`src/rtl/io_out_port_if.sv`:
```
// Handshake and status bundle between the accumulator output bus, the output FIFO and the IOOut pins.
interface io_out_port_if #(
  parameter int WIDTH = 16,
  parameter int PTR_W = 2
);
  logic [WIDTH-1:0] AccIn;
  logic             wr_en;
  logic [WIDTH-1:0] IOOut;
  logic             out_valid;
  logic             out_ready;
  logic             full;
  logic             empty;
  logic [PTR_W:0]   count;
  logic             drop;

  modport slave (
    input  AccIn, wr_en, out_ready,
    output IOOut, out_valid, full, empty, count, drop
  );

  modport master (
    output AccIn, wr_en, out_ready,
    input  IOOut, out_valid, full, empty, count, drop
  );
endinterface

```
`src/rtl/io_out_port.sv`:
```
// Output FIFO (first-word fall-through) between the accumulator store strobe and the IOOut consumer.
// Optional IO_OUT_DROP_CNT_EN adds a saturating 8-bit count of rejected writes (drop_count).
//
// state       | meaning
// ------------+------------------------------------------
// OCC_EMPTY   | count == 0, out_valid low, IOOut forced 0
// OCC_PARTIAL | 0 < count < DEPTH
// OCC_FULL    | count == DEPTH, writes need a same-edge pop
module io_out_port #(
  parameter int WIDTH = 16,
  parameter int DEPTH = 4,
  parameter int PTR_W = 2
) (
  input  logic             CLK,
  input  logic             reset,
  io_out_port_if.slave     bus
`ifdef IO_OUT_DROP_CNT_EN
  ,
  output logic [7:0]       drop_count
`endif
);

  typedef enum logic [1:0] {
    OCC_EMPTY   = 2'd0,
    OCC_PARTIAL = 2'd1,
    OCC_FULL    = 2'd2
  } occ_t;

  localparam logic [PTR_W:0] DEPTH_C = (PTR_W+1)'(DEPTH);
  localparam logic [PTR_W:0] ONE_C   = (PTR_W+1)'(1);

  logic [WIDTH-1:0] mem [DEPTH];
  logic [PTR_W-1:0] head_q;
  logic [PTR_W-1:0] tail_q;
  logic [PTR_W:0]   count_q;
  logic [PTR_W:0]   count_d;
  logic             drop_q;
  occ_t             occ;
  logic             push;
  logic             pop;
  logic             reject;

  always_comb begin
    occ = OCC_PARTIAL;
    if (count_q == '0)
      occ = OCC_EMPTY;
    else if (count_q == DEPTH_C)
      occ = OCC_FULL;
  end

  always_comb begin
    pop    = 1'b0;
    push   = 1'b0;
    reject = 1'b0;
    pop    = (occ != OCC_EMPTY) && bus.out_ready;
    push   = bus.wr_en && ((occ != OCC_FULL) || pop);
    reject = bus.wr_en && !push;
  end

  always_comb begin
    count_d = count_q;
    case ({push, pop})
      2'b10:   count_d = count_q + ONE_C;
      2'b01:   count_d = count_q - ONE_C;
      default: count_d = count_q;
    endcase
  end

  always_ff @(posedge CLK) begin
    if (reset) begin
      head_q  <= '0;
      tail_q  <= '0;
      count_q <= '0;
      drop_q  <= 1'b0;
    end else begin
      if (pop)
        head_q <= head_q + 1'b1;
      if (push)
        tail_q <= tail_q + 1'b1;
      count_q <= count_d;
      drop_q  <= reject;
    end
  end

  // Storage needs no reset: entries are only visible between tail write and head read.
  always_ff @(posedge CLK) begin
    if (!reset && push)
      mem[tail_q] <= bus.AccIn;
  end

`ifdef IO_OUT_DROP_CNT_EN
  always_ff @(posedge CLK) begin
    if (reset)
      drop_count <= 8'h00;
    else if (reject && (drop_count != 8'hFF))
      drop_count <= drop_count + 8'h01;
  end
`endif

  assign bus.empty     = (occ == OCC_EMPTY);
  assign bus.full      = (occ == OCC_FULL);
  assign bus.out_valid = (occ != OCC_EMPTY);
  assign bus.count     = count_q;
  assign bus.drop      = drop_q;
  assign bus.IOOut     = (occ == OCC_EMPTY) ? '0 : mem[head_q];

endmodule

```
`src/flat_wrapper.sv`:
```
// flat-port wrapper written by rule: the top's interface ports become plain ports
module io_out_port_flat 
#(
  parameter int WIDTH = 16,
  parameter int DEPTH = 4,
  parameter int PTR_W = 2
)
  (CLK, reset, bus_AccIn, bus_wr_en, bus_out_ready, bus_IOOut, bus_out_valid, bus_full, bus_empty, bus_count, bus_drop);
  io_out_port_if #(.WIDTH(WIDTH), .PTR_W(PTR_W)) bus_i ();
  input  logic CLK;
  input  logic reset;
  input wire logic [$bits(bus_i.AccIn)-1:0] bus_AccIn;
  input wire logic [$bits(bus_i.wr_en)-1:0] bus_wr_en;
  input wire logic [$bits(bus_i.out_ready)-1:0] bus_out_ready;
  output wire logic [$bits(bus_i.IOOut)-1:0] bus_IOOut;
  output wire logic [$bits(bus_i.out_valid)-1:0] bus_out_valid;
  output wire logic [$bits(bus_i.full)-1:0] bus_full;
  output wire logic [$bits(bus_i.empty)-1:0] bus_empty;
  output wire logic [$bits(bus_i.count)-1:0] bus_count;
  output wire logic [$bits(bus_i.drop)-1:0] bus_drop;
  assign bus_i.AccIn = bus_AccIn;
  assign bus_i.wr_en = bus_wr_en;
  assign bus_i.out_ready = bus_out_ready;
  assign bus_IOOut = bus_i.IOOut;
  assign bus_out_valid = bus_i.out_valid;
  assign bus_full = bus_i.full;
  assign bus_empty = bus_i.empty;
  assign bus_count = bus_i.count;
  assign bus_drop = bus_i.drop;
  io_out_port #(.WIDTH(WIDTH), .DEPTH(DEPTH), .PTR_W(PTR_W)) u_core (.CLK(CLK), .reset(reset), .bus(bus_i));
endmodule
```
`config.mk`:
```
export PLATFORM = sky130hd
export DESIGN_NAME = io_out_port_flat
export DESIGN_NICKNAME = d
export VERILOG_FILES = /design/src/rtl/io_out_port_if.sv /design/src/rtl/io_out_port.sv /design/src/flat_wrapper.sv
export SDC_FILE = /design/constraint.sdc
export NUM_CORES = 1
export LEC_CHECK = 0
export CORE_MARGIN = 2
export CORE_UTILIZATION = 45
export CTS_CLUSTER_SIZE = 16
export DETAILED_ROUTE_END_ITERATION = 16
export PLACE_DENSITY = 0.71
export RECOVER_POWER = 100
export REMOVE_ABC_BUFFERS = 1
export SETUP_SLACK_MARGIN = 0.15
export SKIP_CTS_REPAIR_TIMING = 1
export SYNTH_ARGS = -nofsm -noshare
export SYNTH_HDL_FRONTEND = slang
export SYNTH_SLANG_ARGS = --single-unit
```
`constraint.sdc`:
```
create_clock -name CLK -period 2.1 [get_ports CLK]
set_input_delay 0.315 -clock CLK [delete_from_list [all_inputs] [get_ports CLK]]
set_output_delay 0.315 -clock CLK [all_outputs]
set_load 0.01 [all_outputs]
```
==> results of run 1 <==
-- per-stage QoR --
step | instance area (um^2) | hold slack (ns)
after CTS | 3866 | 0.4906
after detailed placement | 3651 | 0.4814
after global routing | 3968 | 0.5135
final | 3968 | 0.4921
after floorplan | 2917 | 0.3841
after global placement | 3651 | 0.4654
-- cells in the mapped netlist, types with 2 or more instances --
library cell	instances
o21ai_0	2
and2_1	4
clkbuf_1	2
nor2_1	7
dfxtp_1	10
a21oi_1	3
xor2_1	3
mux4_2	16
nand2b_1	3
inv_1	9
nor2b_1	16
buf_2	3
edfxtp_1	64
ha_1	5
nor3_1	2
-- flip-flops by register name, summed over array words and instances (netlist names), named ones only --
signal            cells
u_core.mem           64
u_core.bus.count      3
u_core.head_q         2
u_core.tail_q         2
u_core.bus.drop       1
-- where the power goes --
| part | switching, mW | internal (mW) |
|---|---|---|
| clock network | 0.490 | 0.667 |
| registers | 0.0534 | 1.70 |
| logic | 0.792 | 0.947 |
| total | 1.34 | 3.32 |
-- worst paths after layout --
kind	startpoint	depth (start not counted)	end
setup / recovery	u_core.bus.count[1]$_SDFFE_PP0P_	9	u_core.bus.count[2]$_SDFFE_PP0P_
hold / removal	u_core.head_q[1]$_SDFFE_PP0P_	2	u_core.head_q[1]$_SDFFE_PP0P_
setup reg to reg	u_core.bus.count[1]$_SDFFE_PP0P_	9	u_core.bus.count[2]$_SDFFE_PP0P_
hold reg to reg	u_core.head_q[1]$_SDFFE_PP0P_	2	u_core.head_q[1]$_SDFFE_PP0P_
-- metal layers --
metal	routed length, um	GRT usage, %
met5	0	0
met4	82	6.205
met3	258	5.350
met2	3000	27.91
met1	2133	17.95
-- cells by family after synthesis --
family | synth area share (%)
DFF | 71.83
and+or+nand+nor | 7.074
muxes | 13.05
buffers and inverters | 2.414
AOI/OAI and AO/OA | 1.948
adders and majority gates | 2.795
xor gates and xnor gates | 0.8896
-- worst reg2reg max path, cell delays in order (launching register included) --
cell     delay, ns
dfxtp_2       0.32
or3b_4        0.40
o21a_4        0.24
inv_4         0.06
ha_4          0.13
inv_2         0.04
fa_2          0.38
xor2_2        0.20
or3_4         0.33
a21oi_2       0.11
-- final cells by class --
class / count / share of cell area, %
Tap cell: 77 / 2.428
Clock buffer: 9 / 3.122
Multi-Input combinational cell: 71 / 21.48
Clock inverter: 7 / 2.302
Inverter: 9 / 0.9145
Timing Repair Buffer: 65 / 16.15
Sequential cell: 74 / 53.61
==> flow_summary.yaml, run 1 <==
run:
  cap_viol_max_count: 0
grt:
  grt_first_pass_wirelength_um: 8493
  grt_pass1_vias: 1766
  grt_overflow_total: 0
  grt_max_degree: 21
  track_usage_pct: 15.93
  antenna_found_initial: 0
cts:
  cts_sinks: 74
  clock_path_buffers: 2
  htree_levels: 3
  clk_pin_slew_ns: 0.07
  cts_inserted_buffers: 9
  clock_latency_ns: 0.33
  cts_tree: "done"
  clockRootBuffer: "clkbuf_8"
critical_path:
  end_kind: "register"
  cp_max_fo: 2
  cp_slowest_cell: "or3b_4"
  critPathRequiredTime_ns: 2.37
  cp_data_arrival_time_ns: 2.53
  crit_buf_inv: 2
  r2r_slack_ns: -0.16
  critPathTopFamily: "simple AND/OR/NAND/NOR gates"
  crit_chain: "or3b_4, o21a_4, inv_4, ha_4, inv_2, fa_2, xor2_2, or3_4, a21oi_2"
  cp-start-kind: "register"
  criticalPathCategory: "reg2reg"
  slowest_delay_ns: 0.40
logic_synthesis:
  synth_area_leader_cell: "edfxtp_1"
  syn-mean-instance-area_um2: 18.35
  ys_ff_latch: 74
  synth_top_cell_area_share_pct: 65.06
  synthFlopType: "edfxtp_1"
  syn_area_um2: 2954
  synth_edf_count: 64
  synth_area_leaders: "edfxtp_1, mux4_2, dfxtp_1, nor2b_1, ha_1"
  yosysSeqAreaShare_pct: 71.83
  synthesis.instances: 161
  synthDistinctLibCells: 27
  yosysWarnings: 0
  async_flop_share_pct: 0
final_layout:
  area_growth_syn_to_layout_pct: 34.31
  multiInputGateArea_um2: 852.1
  layout_common_cells: "edfxtp_1, mux4_2, dlygate4sd3_1, buf_4"
  fill_cells: 453
  final_util_pct: 62.48
  layout_commonest_cell: "edfxtp_1"
  final-seq-area_um2: 2127
  fin_cells: 312
  nets: 256
  drive_gt1_share_pct: 39.15
  antennaDiodeCount: 0
detailed_routing:
  viasPerCell: 5.109
  wl_um: 5475
  wl_per_cell_um: 17.55
  drc: 0
  drtIter0Drc: 131
  dr.pass1.iters: 4
  postRouteAntennaNets: 0
  vias: 1594
floorplan:
  rows: 29
  io_pins: 43
  start_util_pct: 46.52
  die_x_um: 85.02
  core_um2: 6350
  dieArea_um2: 7228
  die_height_um: 85.02
place:
  io_buffers: 42
  dp_hpwl_um: 3658
  pre_cts_ws_ns: -0.4215
  placed_cells: 293
  place_congestion: 0.7223
pwr:
  power_density_nw_per_um2: 1172
  power.total_mw: 4.651
  ir_drop_uv: 822.9
  p_leak_nw: 1.438
sta:
  slew_headroom_pct: 77.06
  setup_tns_ns: -0.1962
  worstMarginPinSlew_ns: 0.3412
  fmax_ghz: 0.4417
  min_period_ns: 2.264
  finalSetupViolCount: 2
  grt_setup_unrepaired: "yes"
  min_period_over_period_pct: 107.8
  fin_ws_ns: -0.1638
  fin_skew_ns: 0.007099
  drv_slew: 0
  hold_viol: 0
status:
  status: "finished with violations"
  violations: "negative setup slack"
worst_hold_path:
  min_path_type: "reg2reg"
Power figures use the tool's default switching activity.
==> run 2, diff against run 1 <==
Settings changed: GPL_TIMING_DRIVEN from default to 0.
==> run 2 against run 1 <==
Compared with the run above:
- the flow still finishes with violations (negative setup slack)
- total power is 1.8% higher
- final cell count is 2.2% higher
- sequential cell count stayed put
- via count is 2.6% higher
- sequential share of layout area is 0.64 points higher
- largest power group is now combinational cells
- non-clock buffer count is 7 higher
- core utilization is 0.34 points lower
- setup slack worse by 0.064 ns
- sequential power is 3% higher
- hold slack better by 0.021 ns
- clock power is 12% lower
- global-route usage is 1.9 points lower
==> flow_summary.yaml, run 2 (same netlist as run 1, synthesis figures left out) <==
detailed_routing:
  viasPerCell: 5.125
  wl_met2_um: 2825
  route.layer.met1.wl_um: 2189
  met3WireLength_um: 268
  drc: 0
  dr.max_layer_used: "met4"
  wl_per_cell_um: 16.85
  wl_um: 5375
  drtIter0Drc: 58
  vias: 1635
  dr.pass1.iters: 4
  postRouteAntennaNets: 0
pwr:
  switchingPower_mw: 1.343
  power_density_nw_per_um2: 1200
  switching_share_pct: 28.36
  power.total_mw: 4.735
  comb_power_share_pct: 40.2
  internal-power_mw: 3.392
  p_leak_nw: 1.460
  clock_power_share_pct: 21.6
  pwr-share-seq_pct: 38.2
  ir_drop_uv: 796.1
final_layout:
  nets: 263
  design_area_um2: 3946
  layout_commonest_cell: "edfxtp_1"
  final_util_pct: 62.15
  largest_register_ffs: 64
  drive_gt1_share_pct: 41.32
  antennaDiodeCount: 0
  largest-register: "u_core.mem"
  layout_common_cells: "edfxtp_1, buf_4, mux4_2, dlygate4sd3_1, buf_6"
  area_growth_syn_to_layout_pct: 33.59
critical_path:
  cp_data_arrival_time_ns: 2.58
  r2r_slack_ns: -0.23
  cpMostUsedCell: "inv_2"
  cp-start-kind: "register"
  end_kind: "register"
  critPathRequiredTime_ns: 2.35
  crit-reg2reg-capture: "u_core.bus.count[2]$_SDFFE_PP0P_"
  reg2reg_depth: 9
  timing.rr.start: "u_core.bus.count[1]$_SDFFE_PP0P_"
  cp_slowest_cell: "or3b_4"
  cp_max_fo: 4
  criticalPathCategory: "reg2reg"
  slowest_delay_ns: 0.42
  crit_chain: "or3b_4, o21a_4, inv_2, ha_4, inv_2, fa_2, xor2_1, or3_4, a21oi_1"
sta:
  fin_ws_ns: -0.2275
  slew_headroom_pct: 73.75
  fmax_ghz: 0.4296
  min_period_over_period_pct: 110.8
  grt_setup_unrepaired: "yes"
  drv_slew: 0
  hold_viol: 0
  finalSetupViolCount: 2
  min_period_ns: 2.327
  fin_skew_ns: 0.007253
  worstMarginPinSlew_ns: 0.3926
place:
  io_buffers: 42
  placed_area_um2: 3450
  place_congestion: 0.7291
  dp_hpwl_um: 3053
floorplan:
  die_x_um: 85.02
  dieArea_um2: 7228
  rows: 29
  die_height_um: 85.02
  io_pins: 43
  core_um2: 6350
  start_util_pct: 46.52
grt:
  grt_max_degree: 17
  track_usage_pct: 14.08
  grt_pass1_vias: 1578
  grt_first_pass_wirelength_um: 7555
  grt_overflow_total: 0
  antenna_found_initial: 0
cts:
  cts_tree: "done"
  cts_sinks: 74
  clk_pin_slew_ns: 0.07
  cts_inserted_buffers: 9
  clock_path_buffers: 2
  htree_levels: 3
  clock_latency_ns: 0.33
  clockRootBuffer: "clkbuf_8"
run:
  cap_viol_max_count: 0
worst_hold_path:
  whs_path_depth: 2
  hp-start: "u_core.head_q[1]$_SDFFE_PP0P_"
  min_path_type: "reg2reg"
status:
  violations: "negative setup slack"
  status: "finished with violations"
-- run 2: cell type report --
type                    count  area, um^2
fillers                   443        2404
flip-flops and latches     74        2141
multi-input cells          71       832.0
repair buffers             72       656.9
clock buffers              11       131.4
well taps                  77       96.34
clock inverters             5       55.05
inverters                   9       33.78
-- run 2: worst max-delay path, delay by kind of cell, from the launching register on --
family / cells / cell delay [ns]
compound gates: 2 / 0.37
xor+xnor: 1 / 0.18
fa+ha+maj: 2 / 0.49
buf+inv: 2 / 0.11
flops: 1 / 0.35
simple gates: 2 / 0.74
-- run 2: worst max-delay path by stage --
stage	end	slack, ns	from	depth (start not counted)
2_1_floorplan	u_core.bus.count[2]$_SDFFE_PP0P_	-0.30	u_core.bus.count[2]$_SDFFE_PP0P_	9
3_3_place_gp	bus_empty	-1.25	u_core.bus.count[0]$_SDFFE_PP0P_	2
3_5_place_dp	bus_IOOut[4]	-0.61	register	3
4_1_cts	bus_IOOut[4]	-0.98	register	3
5_1_grt	u_core.bus.count[2]$_SDFFE_PP0P_	-0.30	u_core.bus.count[1]$_SDFFE_PP0P_	9
6_report	u_core.bus.count[2]$_SDFFE_PP0P_	-0.23	u_core.bus.count[1]$_SDFFE_PP0P_	9
-- run 2: through the flow --
| step | hold slack [ns] | setup slack (ns) | instances | setup TNS, ns |
|---|---|---|---|---|
| after floorplan | 0.3841 | -0.2973 | 154 | -0.5063 |
| after global placement | 0.4675 | -1.246 | 273 | -44.34 |
| after detailed placement | 0.5038 | -0.6082 | 274 | -38.20 |
| after CTS | 0.5102 | -0.9804 | 290 | -21.48 |
| after global routing | 0.5364 | -0.3014 | 319 | -0.5664 |
| final | 0.5128 | -0.2275 | 319 | -0.2561 |
-- run 2: power by group through the flow --
stage                     Sequential [mW]  Clock [mW]  Combinational, mW
final                                1.81        1.02               1.90
after global routing                 1.82        1.10               2.06
after CTS                            1.85        1.04               1.29
after detailed placement             1.88           0               1.29
after global placement               1.87           0               1.20
after floorplan                      1.84           0              0.643
-- run 2: routing by layer --
metal	vias up	track usage (%)
met5	-	0
met4	0	6.061
met3	11	3.794
met2	49	24.15
met1	817	16.73
li1	758	-
